===== src/rtl/reg_xfer_ctrl.sv =====
// reg_xfer_ctrl: sequences single register-transfer commands into one-hot
// bus-drive / load strobes for a bank of 1-bit REG instances, with a settle
// cycle between driving the bus and loading the destination.
module reg_xfer_ctrl #(
  parameter int unsigned NREG = 4,
  parameter int unsigned IDXW = 2
) (
  input  logic            clk,
  input  logic            reset,
  input  logic            cmd_valid,
  output logic            cmd_ready,
  input  logic [1:0]      cmd_op,
  input  logic [IDXW-1:0] cmd_src,
  input  logic [IDXW-1:0] cmd_dst,
  output logic [NREG-1:0] out_use,
  output logic [NREG-1:0] in_use,
  output logic            const_en,
  output logic            const_val,
  output logic            busy,
  output logic            cmd_done,
  output logic            cmd_err
);

  // Index compare width carries one extra bit so NREG == 2**IDXW is representable.
  localparam int unsigned CW = IDXW + 1;
  localparam logic [CW-1:0] NREG_W = CW'(NREG);

  localparam logic [1:0] OP_NOP = 2'b00;
  localparam logic [1:0] OP_MOV = 2'b01;

  typedef enum logic [1:0] {
    IDLE  = 2'd0,
    DRIVE = 2'd1,
    LOAD  = 2'd2,
    DONE  = 2'd3
  } state_t;

  state_t          state, state_d;
  logic [1:0]      op_q, op_d;
  logic [IDXW-1:0] src_q, src_d;
  logic [IDXW-1:0] dst_q, dst_d;
  logic            err_q, err_d;

  logic            illegal;
  logic [NREG-1:0] out_use_d;
  logic [NREG-1:0] in_use_d;
  logic            const_en_d;
  logic            const_val_d;
  logic            cmd_ready_d;
  logic            busy_d;
  logic            cmd_done_d;
  logic            cmd_err_d;

  // One-hot decode of a register index; out-of-range indices decode to zero.
  function automatic logic [NREG-1:0] onehot(input logic [IDXW-1:0] idx);
    logic [NREG-1:0] v;
    v = '0;
    for (int unsigned i = 0; i < NREG; i++) begin
      v[i] = (CW'(idx) == CW'(i));
    end
    return v;
  endfunction

  // Command legality: destination (and MOV source) must address an existing REG.
  always_comb begin
    illegal = 1'b0;
    if (CW'(cmd_dst) >= NREG_W) begin
      illegal = 1'b1;
    end
    if ((cmd_op == OP_MOV) && (CW'(cmd_src) >= NREG_W)) begin
      illegal = 1'b1;
    end
  end

  // Next-state logic, command latch, and next values of all registered outputs.
  always_comb begin
    state_d     = state;
    op_d        = op_q;
    src_d       = src_q;
    dst_d       = dst_q;
    err_d       = err_q;
    out_use_d   = '0;
    in_use_d    = '0;
    const_en_d  = 1'b0;
    const_val_d = 1'b0;
    cmd_done_d  = 1'b0;
    cmd_err_d   = 1'b0;

    case (state)
      IDLE: begin
        if (cmd_valid) begin
          op_d  = cmd_op;
          src_d = cmd_src;
          dst_d = cmd_dst;
          err_d = illegal;
          if (illegal || (cmd_op == OP_NOP) ||
              ((cmd_op == OP_MOV) && (cmd_src == cmd_dst))) begin
            state_d = DONE;
          end else begin
            state_d = DRIVE;
          end
        end
      end
      DRIVE:   state_d = LOAD;
      LOAD:    state_d = DONE;
      DONE:    state_d = IDLE;
      default: state_d = IDLE;
    endcase

    // Bus source is held through DRIVE and LOAD; only legal commands reach these states.
    if ((state_d == DRIVE) || (state_d == LOAD)) begin
      if (op_d == OP_MOV) begin
        out_use_d = onehot(src_d);
      end else begin
        const_en_d  = 1'b1;
        const_val_d = op_d[0];
      end
    end

    if (state_d == LOAD) begin
      in_use_d = onehot(dst_d);
    end

    if (state_d == DONE) begin
      cmd_done_d = 1'b1;
      cmd_err_d  = err_d;
    end

    cmd_ready_d = (state_d == IDLE);
    busy_d      = (state_d != IDLE);
  end

  // State, latched command and output registers; reset discards any command in flight.
  always_ff @(posedge clk or posedge reset) begin
    if (reset) begin
      state     <= IDLE;
      op_q      <= OP_NOP;
      src_q     <= '0;
      dst_q     <= '0;
      err_q     <= 1'b0;
      out_use   <= '0;
      in_use    <= '0;
      const_en  <= 1'b0;
      const_val <= 1'b0;
      cmd_ready <= 1'b1;
      busy      <= 1'b0;
      cmd_done  <= 1'b0;
      cmd_err   <= 1'b0;
    end else begin
      state     <= state_d;
      op_q      <= op_d;
      src_q     <= src_d;
      dst_q     <= dst_d;
      err_q     <= err_d;
      out_use   <= out_use_d;
      in_use    <= in_use_d;
      const_en  <= const_en_d;
      const_val <= const_val_d;
      cmd_ready <= cmd_ready_d;
      busy      <= busy_d;
      cmd_done  <= cmd_done_d;
      cmd_err   <= cmd_err_d;
    end
  end

endmodule


===== config.mk =====
export PLATFORM = sky130hd
export DESIGN_NAME = reg_xfer_ctrl
export DESIGN_NICKNAME = d
export VERILOG_FILES = /design/src/rtl/reg_xfer_ctrl.sv
export SDC_FILE = /design/constraint.sdc
export NUM_CORES = 1
export LEC_CHECK = 0
export CAP_MARGIN = 20
export CORE_ASPECT_RATIO = 0.9
export CORE_MARGIN = 8
export CORE_UTILIZATION = 52
export DETAILED_ROUTE_END_ITERATION = 10
export HOLD_SLACK_MARGIN = 0.08
export PLACE_DENSITY = 0.92
export SYNTH_ARGS = -nofsm -noshare
export SYNTH_HDL_FRONTEND = slang
export SYNTH_SLANG_ARGS = --single-unit

===== constraint.sdc =====
create_clock -name clk -period 3.7 [get_ports clk]
set_clock_uncertainty 0.2 [all_clocks]
set_input_delay 0.74 -clock clk [delete_from_list [all_inputs] [get_ports clk]]
set_output_delay 0.74 -clock clk [all_outputs]
set_load 0.01 [all_outputs]

==> results of run 1 <==
==> worst register-to-register path, stage by stage (launching register included) <==
cell	delay (ns)
sky130_fd_sc_hd__dfrtp_1	0.38
sky130_fd_sc_hd__inv_1	0.08
sky130_fd_sc_hd__ha_1	0.25
sky130_fd_sc_hd__nand3b_1	0.09
sky130_fd_sc_hd__o21ai_0	0.11
sky130_fd_sc_hd__a21o_1	0.21
sky130_fd_sc_hd__ha_1	0.35
sky130_fd_sc_hd__nor4_1	0.33
==> power by group through the flow <==
stage	sequential (uW)	clock, uW	combinational (uW)
after detailed placement	405	0	521
after global routing	410	127	572
after global placement	400	0	497
after floorplan	422	0	318
after CTS	399	114	524
final	399	110	518
==> cells in the final DEF (no fill, tap or decap), types with 3 or more instances in the layout <==
| cell type | count |
|---|---|
| sky130_fd_sc_hd__clkbuf_4 | 3 |
| sky130_fd_sc_hd__dfrtp_1 | 22 |
| sky130_fd_sc_hd__a21boi_0 | 3 |
| sky130_fd_sc_hd__clkdlybuf4s50_1 | 22 |
| sky130_fd_sc_hd__mux2_2 | 4 |
| sky130_fd_sc_hd__nand3b_1 | 3 |
| sky130_fd_sc_hd__ha_1 | 7 |
| sky130_fd_sc_hd__nor4_1 | 4 |
| sky130_fd_sc_hd__inv_1 | 8 |
| sky130_fd_sc_hd__nor2_1 | 3 |
==> routing by layer <==
layer / share of wire / GRT usage / vias to the layer above
met5: 0 / 0 / -
met3: 0.050 / 0.0284 / 2
met4: 0.0061 / 0.0381 / 0
li1: - / - / 342
met2: 0.53 / 0.203 / 19
met1: 0.41 / 0.125 / 336
==> kinds of logic after synthesis <==
kind of cell | after synthesis
adder cells (fa/ha/maj) | 7
buffers and inverters | 11
multiplexers | 6
AND/OR/NAND/NOR | 23
AO/OA/AOI/OAI | 12
flip-flops | 23
XOR/XNOR | 2
==> through the flow <==
step / utilization / area, um^2
after floorplan: - / 1040
after global placement: 0.672 / 1290
after detailed placement: 0.672 / 1290
after CTS: 0.686 / 1310
after global routing: 0.686 / 1310
final: 0.686 / 1310
==> cell type report <==
class,instances,area share
flip-flops and latches,23,0.439
clock buffers,4,0.0200
well taps,25,0.0238
multi-input cells,50,0.323
inverters,9,0.0257
repair buffers,22,0.168
==> registers in the layout (all words and copies together) (netlist names) <==
name       cells
const_en       1
busy           1
dst_q          2
state          2
src_q          2
cmd_err        1
cmd_ready      1
out_use        4
op_q           2
const_val      1
in_use         4
cmd_done       1
err_q          1
==> worst paths after layout <==
path,from,end,slack (ns),depth (start not counted)
max,cmd_valid,out_use[3]$_DFF_PP0_,1.12,6
min,err_q$_DFF_PP0_,err_q$_DFF_PP0_,0.30,1
max reg2reg,state[0]$_DFF_PP0_,out_use[3]$_DFF_PP0_,1.60,7
min reg2reg,err_q$_DFF_PP0_,err_q$_DFF_PP0_,0.30,1
max in group asynchronous,reset,const_val$_DFF_PP0_,2.10,2
min in group asynchronous,reset,in_use[1]$_DFF_PP0_,0.69,2
==> reports/qor.txt, run 1 <==
STATUS
------------------------------------------------------------------------------------
Status ................................................................ finished clean

FINISH
------------------------------------------------------------------------------------
Layout overhead on the synthesized area ...............................        25.6%
Number of inserted diodes .............................................            0
Total of fill cells in the finished design ............................          150
Sequential cell area ..................................................     577 um^2
Non-filler cells, final ...............................................          133
Share of layout cells above drive strength 1 ..........................        0.111
Area of the multi-input gates .........................................     424 um^2
Layout Nets ...........................................................          125

STA
------------------------------------------------------------------------------------
Post-route minimum period .............................................      2.58 ns
Pins Over Slew Limit ..................................................            0
Max Clock Freq ........................................................      387 MHz
Setup total negative slack ............................................         0 ns
Final clock period utilization by the worst path ......................        0.698
Actual transition at the worst max-transition pin .....................     0.815 ns
Unrepaired setup endpoints after global routing .......................        false
Final worst-path setup slack ..........................................      1.12 ns
Final hold slack ......................................................     0.296 ns
Final hold violation count ............................................            0
Slew margin rel. ......................................................        0.456
Finish-stage setup viols ..............................................            0

DIE
------------------------------------------------------------------------------------
Horizontal extent of the die ..........................................      63.3 um
Die height ............................................................      58.5 um
Die Footprint ......................................................... 0.00370 mm^2
Area of the core ...................................................... 0.00191 mm^2
FP Rows ...............................................................           15
Effective utilization at floorplan ....................................        0.546
I/O pins ..............................................................           23

POWER AND IR DROP
------------------------------------------------------------------------------------
Fraction of power spent switching nets ................................        0.376
Total Power ...........................................................      1030 uW
Switching Power .......................................................       386 uW
Int Pwr ...............................................................       641 uW
Worst VDD drop ........................................................       543 uV
Seq pwr share .........................................................        0.388
Leak Pwr ..............................................................  0.000604 uW
Proportion of power drawn by the clock network ........................        0.108
Combinational fraction of design power ................................        0.504
Total power density per cell area .....................................  782 mW/mm^2

SYNTH
------------------------------------------------------------------------------------
Top flip-flop cell by instance count after synthesis .................. sky130_fd_sc_hd__dfrtp_1
Gate Count Post-Synth .................................................           84
Biggest area consumer among synthesized cells ......................... sky130_fd_sc_hd__dfrtp_1
Fraction of the mapped netlist area in simple logic gates .............        0.143
Top cells by area, synth .............................................. sky130_fd_sc_hd__dfrtp_1 53%, sky130_fd_sc_hd__ha_1 8.4%, sky130_fd_sc_hd__mux2_2 4.3%
Share of synthesized area spent on multiplexers .......................       0.0862
Post-synthesis register bit count .....................................           23
Main combinational cell family by area after synthesis ................ simple AND/OR/NAND/NOR gates
Avg Cell Area, Syn ....................................................    12.4 um^2
Area fraction in compound gates after synthesis .......................       0.0766
Area share of the largest cell type after synthesis ...................        0.527
Adder-cell share of the synthesized area ..............................       0.0838
Parity-gate share of the synthesized area counting xor and xnor cells .       0.0168
Summed instance area of the synthesized netlist ....................... 0.00104 mm^2
Leading post-synthesis cells by instance count ........................ 22 x sky130_fd_sc_hd__dfrtp_1, 8 x sky130_fd_sc_hd__inv_1, 7 x sky130_fd_sc_hd__ha_1
Number of synthesis warnings ..........................................            0
Net Count, Synth ......................................................          100
Number of enable flip-flop cells after synthesis ......................            0
Number of library cell types mapped by synthesis ......................           28
Share of the yosys chip area belonging to registers ...................        0.552
Most frequent cell after synthesis .................................... sky130_fd_sc_hd__dfrtp_1
Proportion of synthesized flip-flops having asynchronous set or reset .         1.00

ROUTING
------------------------------------------------------------------------------------
Post-detailed-route wirelength per cell ...............................      14.8 um
Number of antenna-violating nets in the routed design .................            0
DRC violation total after the first TritonRoute iteration .............           17
Via count normalized by instance count ................................         5.26
Final wirelength ......................................................      1.96 mm
Vias after detailed routing ...........................................          699
Number of optimization iterations in the first detailed-route pass ....            4
Count of unresolved DRC violations after routing ......................            0

CLOCKING
------------------------------------------------------------------------------------
Clk Tree Root Cell .................................................... sky130_fd_sc_hd__clkbuf_4
Number of buffers added for setup after CTS ...........................            0
Number of resized instances in the post-cts repair step ...............            0
Clk Latency, worst-skew pair ..........................................      0.30 ns
Max clock buf depth ...................................................            2
Clock transition at the registers of the reported paths ...............      0.12 ns
Hold-fix buffers, CTS .................................................            0
Cts bufs inserted .....................................................            3
Depth of the CTS H-tree ...............................................            1
Clk sink count ........................................................           23
TritonCTS clock tree ..................................................          yes

WORST SETUP PATH
------------------------------------------------------------------------------------
Endpoint arrival time on the critical path ............................      2.58 ns
Critical path class ................................................... input port to register
Endpoint kind of the worst setup timing path ..........................     register
Crit path required time ...............................................      3.69 ns
Worst-path cell chain ................................................. clkdlybuf4s50_1 -> nand3b_1 -> o21ai_0 -> a21o_1 -> ha_1 -> nor4_1
Worst path top cell family by delay ................................... buffers and inverters
Largest stage delay on the critical path ..............................      0.68 ns
Critical-path top delay cell .......................................... sky130_fd_sc_hd__clkdlybuf4s50_1
Worst path bufs/invs ..................................................            1
Crit start category ...................................................   input port
Highest net fanout along the worst path ...............................           10

JOB
------------------------------------------------------------------------------------
Number of max-cap violations ..........................................            0

PLACEMENT
------------------------------------------------------------------------------------
RePlAce Congestion ....................................................        0.765
Placement Setup Slack .................................................     0.820 ns
Total instance count after detailed placement .........................          129
HPWL Detailed .........................................................      1.57 mm
Buffers on Ports ......................................................           22

GLOBAL ROUTE
------------------------------------------------------------------------------------
GRT Total Usage .......................................................        0.111
Pin count of the biggest net entering global routing ..................           24
Wire length of the first global-routing pass ..........................      3.28 mm
Vias in the first global route ........................................          683
Overflow after GRT ....................................................            0
Initial antenna violation count .......................................            0

HOLD PATH
------------------------------------------------------------------------------------
Worst min-delay path category ......................................... register to register

Power figures use the tool's default switching activity.
==> run 2, diff against run 1 <==
--- a/config.mk
+++ b/config.mk
@@ -8,10 +8,10 @@
 export CAP_MARGIN = 20
 export CORE_ASPECT_RATIO = 0.9
 export CORE_MARGIN = 8
-export CORE_UTILIZATION = 52
+export CORE_UTILIZATION = 44
 export DETAILED_ROUTE_END_ITERATION = 10
 export HOLD_SLACK_MARGIN = 0.08
-export PLACE_DENSITY = 0.92
+export PLACE_DENSITY = 0.84
 export SYNTH_ARGS = -nofsm -noshare
 export SYNTH_HDL_FRONTEND = slang
 export SYNTH_SLANG_ARGS = --single-unit
==> constraint.sdc (replaced) <==
create_clock -name clk -period 2.15 [get_ports clk]
set_clock_uncertainty 0.2 [all_clocks]
set_input_delay 0.43 -clock clk [delete_from_list [all_inputs] [get_ports clk]]
set_output_delay 0.43 -clock clk [all_outputs]
set_load 0.01 [all_outputs]
==> run 2 against run 1 <==
Register-to-register slack worse by 1.5 ns; total power up 94%; setup slack worse by 1.0 ns; first-iteration DRC count down 35%; sequential share of layout area down 3.8 points; die area up 13%; combinational power up 110%.
==> reports/qor.txt, run 2 (synthesis gave the netlist of run 1 again) <==
GLOBAL ROUTE
---------------------------------------------------------------------------------
Overflow after GRT .................................................            0   unchanged
Initial antenna violation count ....................................            0   unchanged
GRT Total Usage ....................................................        0.111   -0.000635
Wire length of the first global-routing pass .......................      3.52 mm   +7.2%
Vias in the first global route .....................................          774   +13%
Pin count of the biggest net entering global routing ...............           24   unchanged

STA
---------------------------------------------------------------------------------
Slew margin rel. ...................................................        0.789   +0.334
Final hold slack ...................................................     0.239 ns   -0.0565 ns
Pins Over Slew Limit ...............................................            0   unchanged
Unrepaired setup endpoints after global routing ....................        false
Finish-stage setup viols ...........................................            0   unchanged
Setup total negative slack .........................................         0 ns   unchanged
Post-route minimum period ..........................................      2.07 ns
Final clock period utilization by the worst path ...................        0.961
Final worst-path setup slack .......................................    0.0834 ns   -1.03 ns
Max Clock Freq .....................................................      484 MHz
Actual transition at the worst max-transition pin ..................     0.316 ns   -0.499 ns
Final hold violation count .........................................            0   unchanged

DIE
---------------------------------------------------------------------------------
Die height .........................................................      62.2 um   +6.3%
Area of the core ................................................... 0.00222 mm^2   +16%
Horizontal extent of the die .......................................      67.4 um   +6.5%
FP Rows ............................................................           16   +1
Die Footprint ...................................................... 0.00419 mm^2   +13%
Effective utilization at floorplan .................................        0.470   -0.0756
I/O pins ...........................................................           23   unchanged

FINISH
---------------------------------------------------------------------------------
Most frequent cells in the layout .................................. 22 x sky130_fd_sc_hd__dfrtp_1, 22 x sky130_fd_sc_hd__clkdlybuf4s50_1, 13 x sky130_fd_sc_hd__buf_4
Total of fill cells in the finished design .........................          173   +15%
Sequential cell area ...............................................     577 um^2   unchanged
Area of the multi-input gates ......................................     445 um^2   +5.0%
Finished Core Util .................................................        0.646   -0.0398
Layout Nets ........................................................          138   +10%
Share of layout cells above drive strength 1 .......................        0.248   +0.137
Number of inserted diodes ..........................................            0   unchanged
Top flop regs ...................................................... in_use x4, out_use x4
Layout overhead on the synthesized area ............................        37.4%

POWER AND IR DROP
---------------------------------------------------------------------------------
Worst VDD drop .....................................................       901 uV   +66%
Leak Pwr ...........................................................  0.000668 uW   +11%
Total power density per cell area .................................. 1390 mW/mm^2   +78%

WORST SETUP PATH
---------------------------------------------------------------------------------
Endpoint kind of the worst setup timing path .......................     register
Depth of the worst register-to-register path .......................            7   unchanged
Endpoint arrival time on the critical path .........................      2.09 ns   -0.49 ns
Crit start category ................................................   input port
RR Endpoint ........................................................ out_use[3]$_DFF_PP0_
Critical path class ................................................ input port to register
Worst reg-to-reg setup slack .......................................      0.15 ns   -1.45 ns
Highest net fanout along the worst path ............................            5   -5
Crit path required time ............................................      2.17 ns   -1.52 ns
RR Startpoint ...................................................... state[0]$_DFF_PP0_

JOB
---------------------------------------------------------------------------------
Number of max-cap violations .......................................            0   unchanged

CLOCKING
---------------------------------------------------------------------------------
Clk Tree Root Cell ................................................. sky130_fd_sc_hd__clkbuf_4
Depth of the CTS H-tree ............................................            1   unchanged
Clk sink count .....................................................           23   unchanged
Clk Latency, worst-skew pair .......................................      0.31 ns   about the same
TritonCTS clock tree ...............................................          yes
Cts bufs inserted ..................................................            3   unchanged
Clock transition at the registers of the reported paths ............      0.12 ns   about the same
Max clock buf depth ................................................            2   unchanged

PLACEMENT
---------------------------------------------------------------------------------
HPWL Detailed ......................................................      1.70 mm   +8.3%
RePlAce Congestion .................................................        0.774   +1.2%
Buffers on Ports ...................................................           22   unchanged
Placement Setup Slack ..............................................    -0.277 ns   -1.10 ns

ROUTING
---------------------------------------------------------------------------------
Count of unresolved DRC violations after routing ...................            0   unchanged
Vias after detailed routing ........................................          754   +7.9%
DRC violation total after the first TritonRoute iteration ..........           11   -6
Post-detailed-route wirelength per cell ............................      14.8 um   +0.30%
Final wirelength ...................................................      2.19 mm   +12%
Number of optimization iterations in the first detailed-route pass .            4   unchanged
Number of antenna-violating nets in the routed design ..............            0   unchanged
Via count normalized by instance count .............................         5.09   -3.1%

HOLD PATH
---------------------------------------------------------------------------------
Worst min-delay path category ...................................... input port to asynchronous set/reset pin

STATUS
---------------------------------------------------------------------------------
Status ............................................................. finished clean

==> run 2: cell count changes in the layout (fill, tap and decap cells not counted), sizes merged <==
cell,before,now
buf,0,13
clkbuf,4,3
clkinv,0,1
==> run 2: per-stage QoR <==
| step | instance area (um^2) | power (uW) | instances |
|---|---|---|---|
| finish | 1440 | 2000 | 148 |
| global route | 1440 | 2170 | 148 |
| CTS | 1410 | 1950 | 148 |
| detailed placement | 1390 | 1750 | 144 |
| global placement | 1390 | 1690 | 144 |
| floorplan | 1040 | 1270 | 84 |
==> run 2: final cells by class <==
type / instances / share of cell area
flip-flops and latches: 23 / 0.402
multi-input cells: 50 / 0.310
repair buffers: 35 / 0.221
inverters: 9 / 0.0235
well taps: 27 / 0.0235
clock buffers: 3 / 0.0157
clock inverters: 1 / 0.00349
==> run 2: critical path, cell delays in order <==
cell	delay, ns
sky130_fd_sc_hd__clkdlybuf4s50_1	0.47
sky130_fd_sc_hd__xor2_1	0.17
sky130_fd_sc_hd__o21ai_0	0.23
sky130_fd_sc_hd__a21o_1	0.18
sky130_fd_sc_hd__ha_2	0.32
sky130_fd_sc_hd__nor4_1	0.29
==> run 2: metal layers <==
metal	part of all wire	track usage	vias up
met5	0	0	-
met4	0.012	0.0313	0
li1	-	-	369
met2	0.48	0.174	25
met1	0.39	0.116	356
met3	0.11	0.0753	4
==> run 2: how the worst max path moves through the flow <==
stage          startpoint              endpoint  slack, ns  cells past startpoint
6_report       cmd_src[0]  out_use[3]$_DFF_PP0_       0.08                      6
5_1_grt        cmd_dst[0]  out_use[2]$_DFF_PP0_       0.03                      6
4_1_cts        cmd_src[0]  out_use[1]$_DFF_PP0_       0.08                      6
3_5_place_dp   cmd_src[0]  out_use[1]$_DFF_PP0_      -0.28                      6
3_3_place_gp    cmd_valid  out_use[0]$_DFF_PP0_      -0.18                      6
2_1_floorplan   cmd_valid  out_use[1]$_DFF_PP0_       0.28                      6
==> run 2: what timing repair did <==
action	CTS	global route
gates resized for setup	0	5
hold endpoints to repair	0	0
setup endpoints to repair	0	3
hold buffers	0	0
buffers inserted	0	0
==> run 2: power breakdown <==
group,internal (uW),switching (uW)
combinational,562,547
sequential,603,90.1
clock,69.7,124
total,1230,761
==> run 3, diff against run 2 <==
--- a/config.mk
+++ b/config.mk
@@ -11,6 +11,7 @@
 export CORE_UTILIZATION = 44
 export DETAILED_ROUTE_END_ITERATION = 10
 export HOLD_SLACK_MARGIN = 0.08
+export MAX_ROUTING_LAYER = met4
 export PLACE_DENSITY = 0.84
 export SYNTH_ARGS = -nofsm -noshare
 export SYNTH_HDL_FRONTEND = slang
==> run 3 against run 2 <==
Sequential power barely moved; count of clock-buffer cells in the layout did not move; wire length barely moved; critical path type unchanged.
==> reports/qor.txt, run 3 (synthesis gave the netlist of run 1 again) <==
DIE
---------------------------------------------------------------------------------
Horizontal extent of the die .......................................      67.4 um   unchanged
Area of the core ................................................... 0.00222 mm^2   unchanged
Effective utilization at floorplan .................................        0.470   unchanged
Die height .........................................................      62.2 um   unchanged
FP Rows ............................................................           16   unchanged
Die Footprint ...................................................... 0.00419 mm^2   unchanged
I/O pins ...........................................................           23   unchanged

WORST SETUP PATH
---------------------------------------------------------------------------------
Endpoint arrival time on the critical path .........................      2.09 ns   about the same
Launch point of the critical path ..................................   cmd_src[0]
Critical path destination .......................................... out_use[3]$_DFF_PP0_
Crit path required time ............................................      2.17 ns   about the same
Worst reg-to-reg setup slack .......................................      0.15 ns   about the same
Depth of the worst register-to-register path .......................            7   unchanged
RR Endpoint ........................................................ out_use[3]$_DFF_PP0_
Crit start category ................................................   input port
Endpoint kind of the worst setup timing path .......................     register
RR Startpoint ...................................................... state[0]$_DFF_PP0_
Highest net fanout along the worst path ............................            5   unchanged
Critical path class ................................................ input port to register

POWER AND IR DROP
---------------------------------------------------------------------------------
Int Pwr ............................................................      1230 uW   about the same
Seq pwr share ......................................................        0.347   about the same
Leak Pwr ...........................................................  0.000668 uW   unchanged
Switching Power ....................................................       761 uW   about the same
Proportion of power drawn by the clock network .....................        0.098   about the same
Fraction of power spent switching nets .............................        0.381   about the same
Total power density per cell area .................................. 1390 mW/mm^2   about the same
Combinational fraction of design power .............................        0.555   about the same
Worst VDD drop .....................................................       902 uV   about the same

GLOBAL ROUTE
---------------------------------------------------------------------------------
GRT Total Usage ....................................................        0.114   +0.00295
Pin count of the biggest net entering global routing ...............           24   unchanged
Vias in the first global route .....................................          775   +0.13%
Wire length of the first global-routing pass .......................      3.52 mm   unchanged
Initial antenna violation count ....................................            0   unchanged
Overflow after GRT .................................................            0   unchanged

STA
---------------------------------------------------------------------------------
Final worst-path setup slack .......................................    0.0853 ns   +0.00190 ns
Post-route minimum period ..........................................      2.06 ns   -0.00190 ns
Pins Over Slew Limit ...............................................            0   unchanged
Final hold slack ...................................................     0.237 ns   -0.00170 ns
Unrepaired setup endpoints after global routing ....................        false
Max Clock Freq .....................................................      484 MHz   about the same
Final hold violation count .........................................            0   unchanged
Actual transition at the worst max-transition pin ..................     0.318 ns   +0.00235 ns
Slew margin rel. ...................................................        0.788   -0.00157
Final clock period utilization by the worst path ...................        0.960   about the same
Finish-stage setup viols ...........................................            0   unchanged

PLACEMENT
---------------------------------------------------------------------------------
HPWL Detailed ......................................................      1.70 mm   unchanged
RePlAce Congestion .................................................        0.784   +1.3%
Buffers on Ports ...................................................           22   unchanged
Placement Setup Slack ..............................................    -0.277 ns   unchanged

FINISH
---------------------------------------------------------------------------------
Total of fill cells in the finished design .........................          173   unchanged
Layout Nets ........................................................          138   unchanged
Sequential cell area ...............................................     577 um^2   unchanged
Top flop regs ...................................................... in_use x4, out_use x4
Number of inserted diodes ..........................................            0   unchanged
Area of the multi-input gates ......................................     445 um^2   unchanged
Most frequent cells in the layout .................................. 22 x sky130_fd_sc_hd__dfrtp_1, 22 x sky130_fd_sc_hd__clkdlybuf4s50_1, 13 x sky130_fd_sc_hd__buf_4
Share of layout cells above drive strength 1 .......................        0.248   unchanged
Layout overhead on the synthesized area ............................        37.4%   unchanged
Finished Core Util .................................................        0.646   unchanged

ROUTING
---------------------------------------------------------------------------------
Vias after detailed routing ........................................          753   -0.13%
Count of unresolved DRC violations after routing ...................            0   unchanged
DRC violation total after the first TritonRoute iteration ..........           11   unchanged
Post-detailed-route wirelength per cell ............................      14.8 um   about the same
Number of optimization iterations in the first detailed-route pass .            4   unchanged
Via count normalized by instance count .............................         5.09   -0.13%
Number of antenna-violating nets in the routed design ..............            0   unchanged
Final wirelength ...................................................      2.19 mm   about the same

JOB
---------------------------------------------------------------------------------
Number of max-cap violations .......................................            0   unchanged

CLOCKING
---------------------------------------------------------------------------------
Max clock buf depth ................................................            2   unchanged
Clk Tree Root Cell ................................................. sky130_fd_sc_hd__clkbuf_4
Clk sink count .....................................................           23   unchanged
Number of buffers added for setup after CTS ........................            0   unchanged
Clock transition at the registers of the reported paths ............      0.12 ns   about the same
Cts bufs inserted ..................................................            3   unchanged
Depth of the CTS H-tree ............................................            1   unchanged
TritonCTS clock tree ...............................................          yes
Clk Latency, worst-skew pair .......................................      0.32 ns   about the same
Hold-fix buffers, CTS ..............................................            0   unchanged
Number of resized instances in the post-cts repair step ............            0   unchanged

STATUS
---------------------------------------------------------------------------------
Status ............................................................. finished clean

HOLD PATH
---------------------------------------------------------------------------------
Worst min-delay path category ...................................... input port to asynchronous set/reset pin

==> run 3: cell counts in the layout (fill, tap and decap cells not counted) <==
No cell type changed its count.
==> run 3: worst min path at each step <==
stage / from / end / slack (ns) / depth (start not counted)
after global placement: err_q$_DFF_PP0_ / err_q$_DFF_PP0_ / 0.26 / 1
final: reset / op_q[1]$_DFF_PP0_ / 0.24 / 3
after global routing: reset / dst_q[0]$_DFF_PP0_ / 0.27 / 3
after CTS: reset / const_val$_DFF_PP0_ / 0.23 / 3
after floorplan: reset / busy$_DFF_PP0_ / 0.23 / 1
after detailed placement: err_q$_DFF_PP0_ / err_q$_DFF_PP0_ / 0.26 / 1
==> run 3: per-layer routing <==
layer,global-route usage,up-vias,wire length [um]
li1,-,369,-
met1,0.118,355,879
met2,0.174,25,1050
met3,0.0717,4,229
met4,0.0313,0,27
met5,-,-,0
==> run 3: worst max-delay path, cell delays in order <==
cell	delay (ns)
sky130_fd_sc_hd__clkdlybuf4s50_1	0.47
sky130_fd_sc_hd__xor2_1	0.17
sky130_fd_sc_hd__o21ai_0	0.23
sky130_fd_sc_hd__a21o_1	0.18
sky130_fd_sc_hd__ha_2	0.32
sky130_fd_sc_hd__nor4_1	0.29
==> run 3: cell type report <==
cell class,count,share of cell area
Timing Repair Buffer,35,0.221
Clock inverter,1,0.00349
Sequential cell,23,0.402
Multi-Input combinational cell,50,0.310
Inverter,9,0.0235
Tap cell,27,0.0235
Clock buffer,3,0.0157
==> run 3: per-stage QoR <==
step                      power [uW]  cell area (um^2)  TNS, ns  cells
final                           2000              1440        0    148
after global routing            2170              1440        0    148
after CTS                       1950              1410        0    148
after detailed placement        1750              1390    -1.67    144
after global placement          1690              1390    -1.04    144
after floorplan                 1270              1040        0     84
==> run 3: power groups by stage <==
stage | registers [uW] | logic [uW] | clock network (uW)
final | 693 | 1110 | 195
after global routing | 706 | 1230 | 227
after CTS | 692 | 1050 | 209
after detailed placement | 701 | 1050 | 0
after global placement | 690 | 997 | 0
after floorplan | 726 | 548 | 0
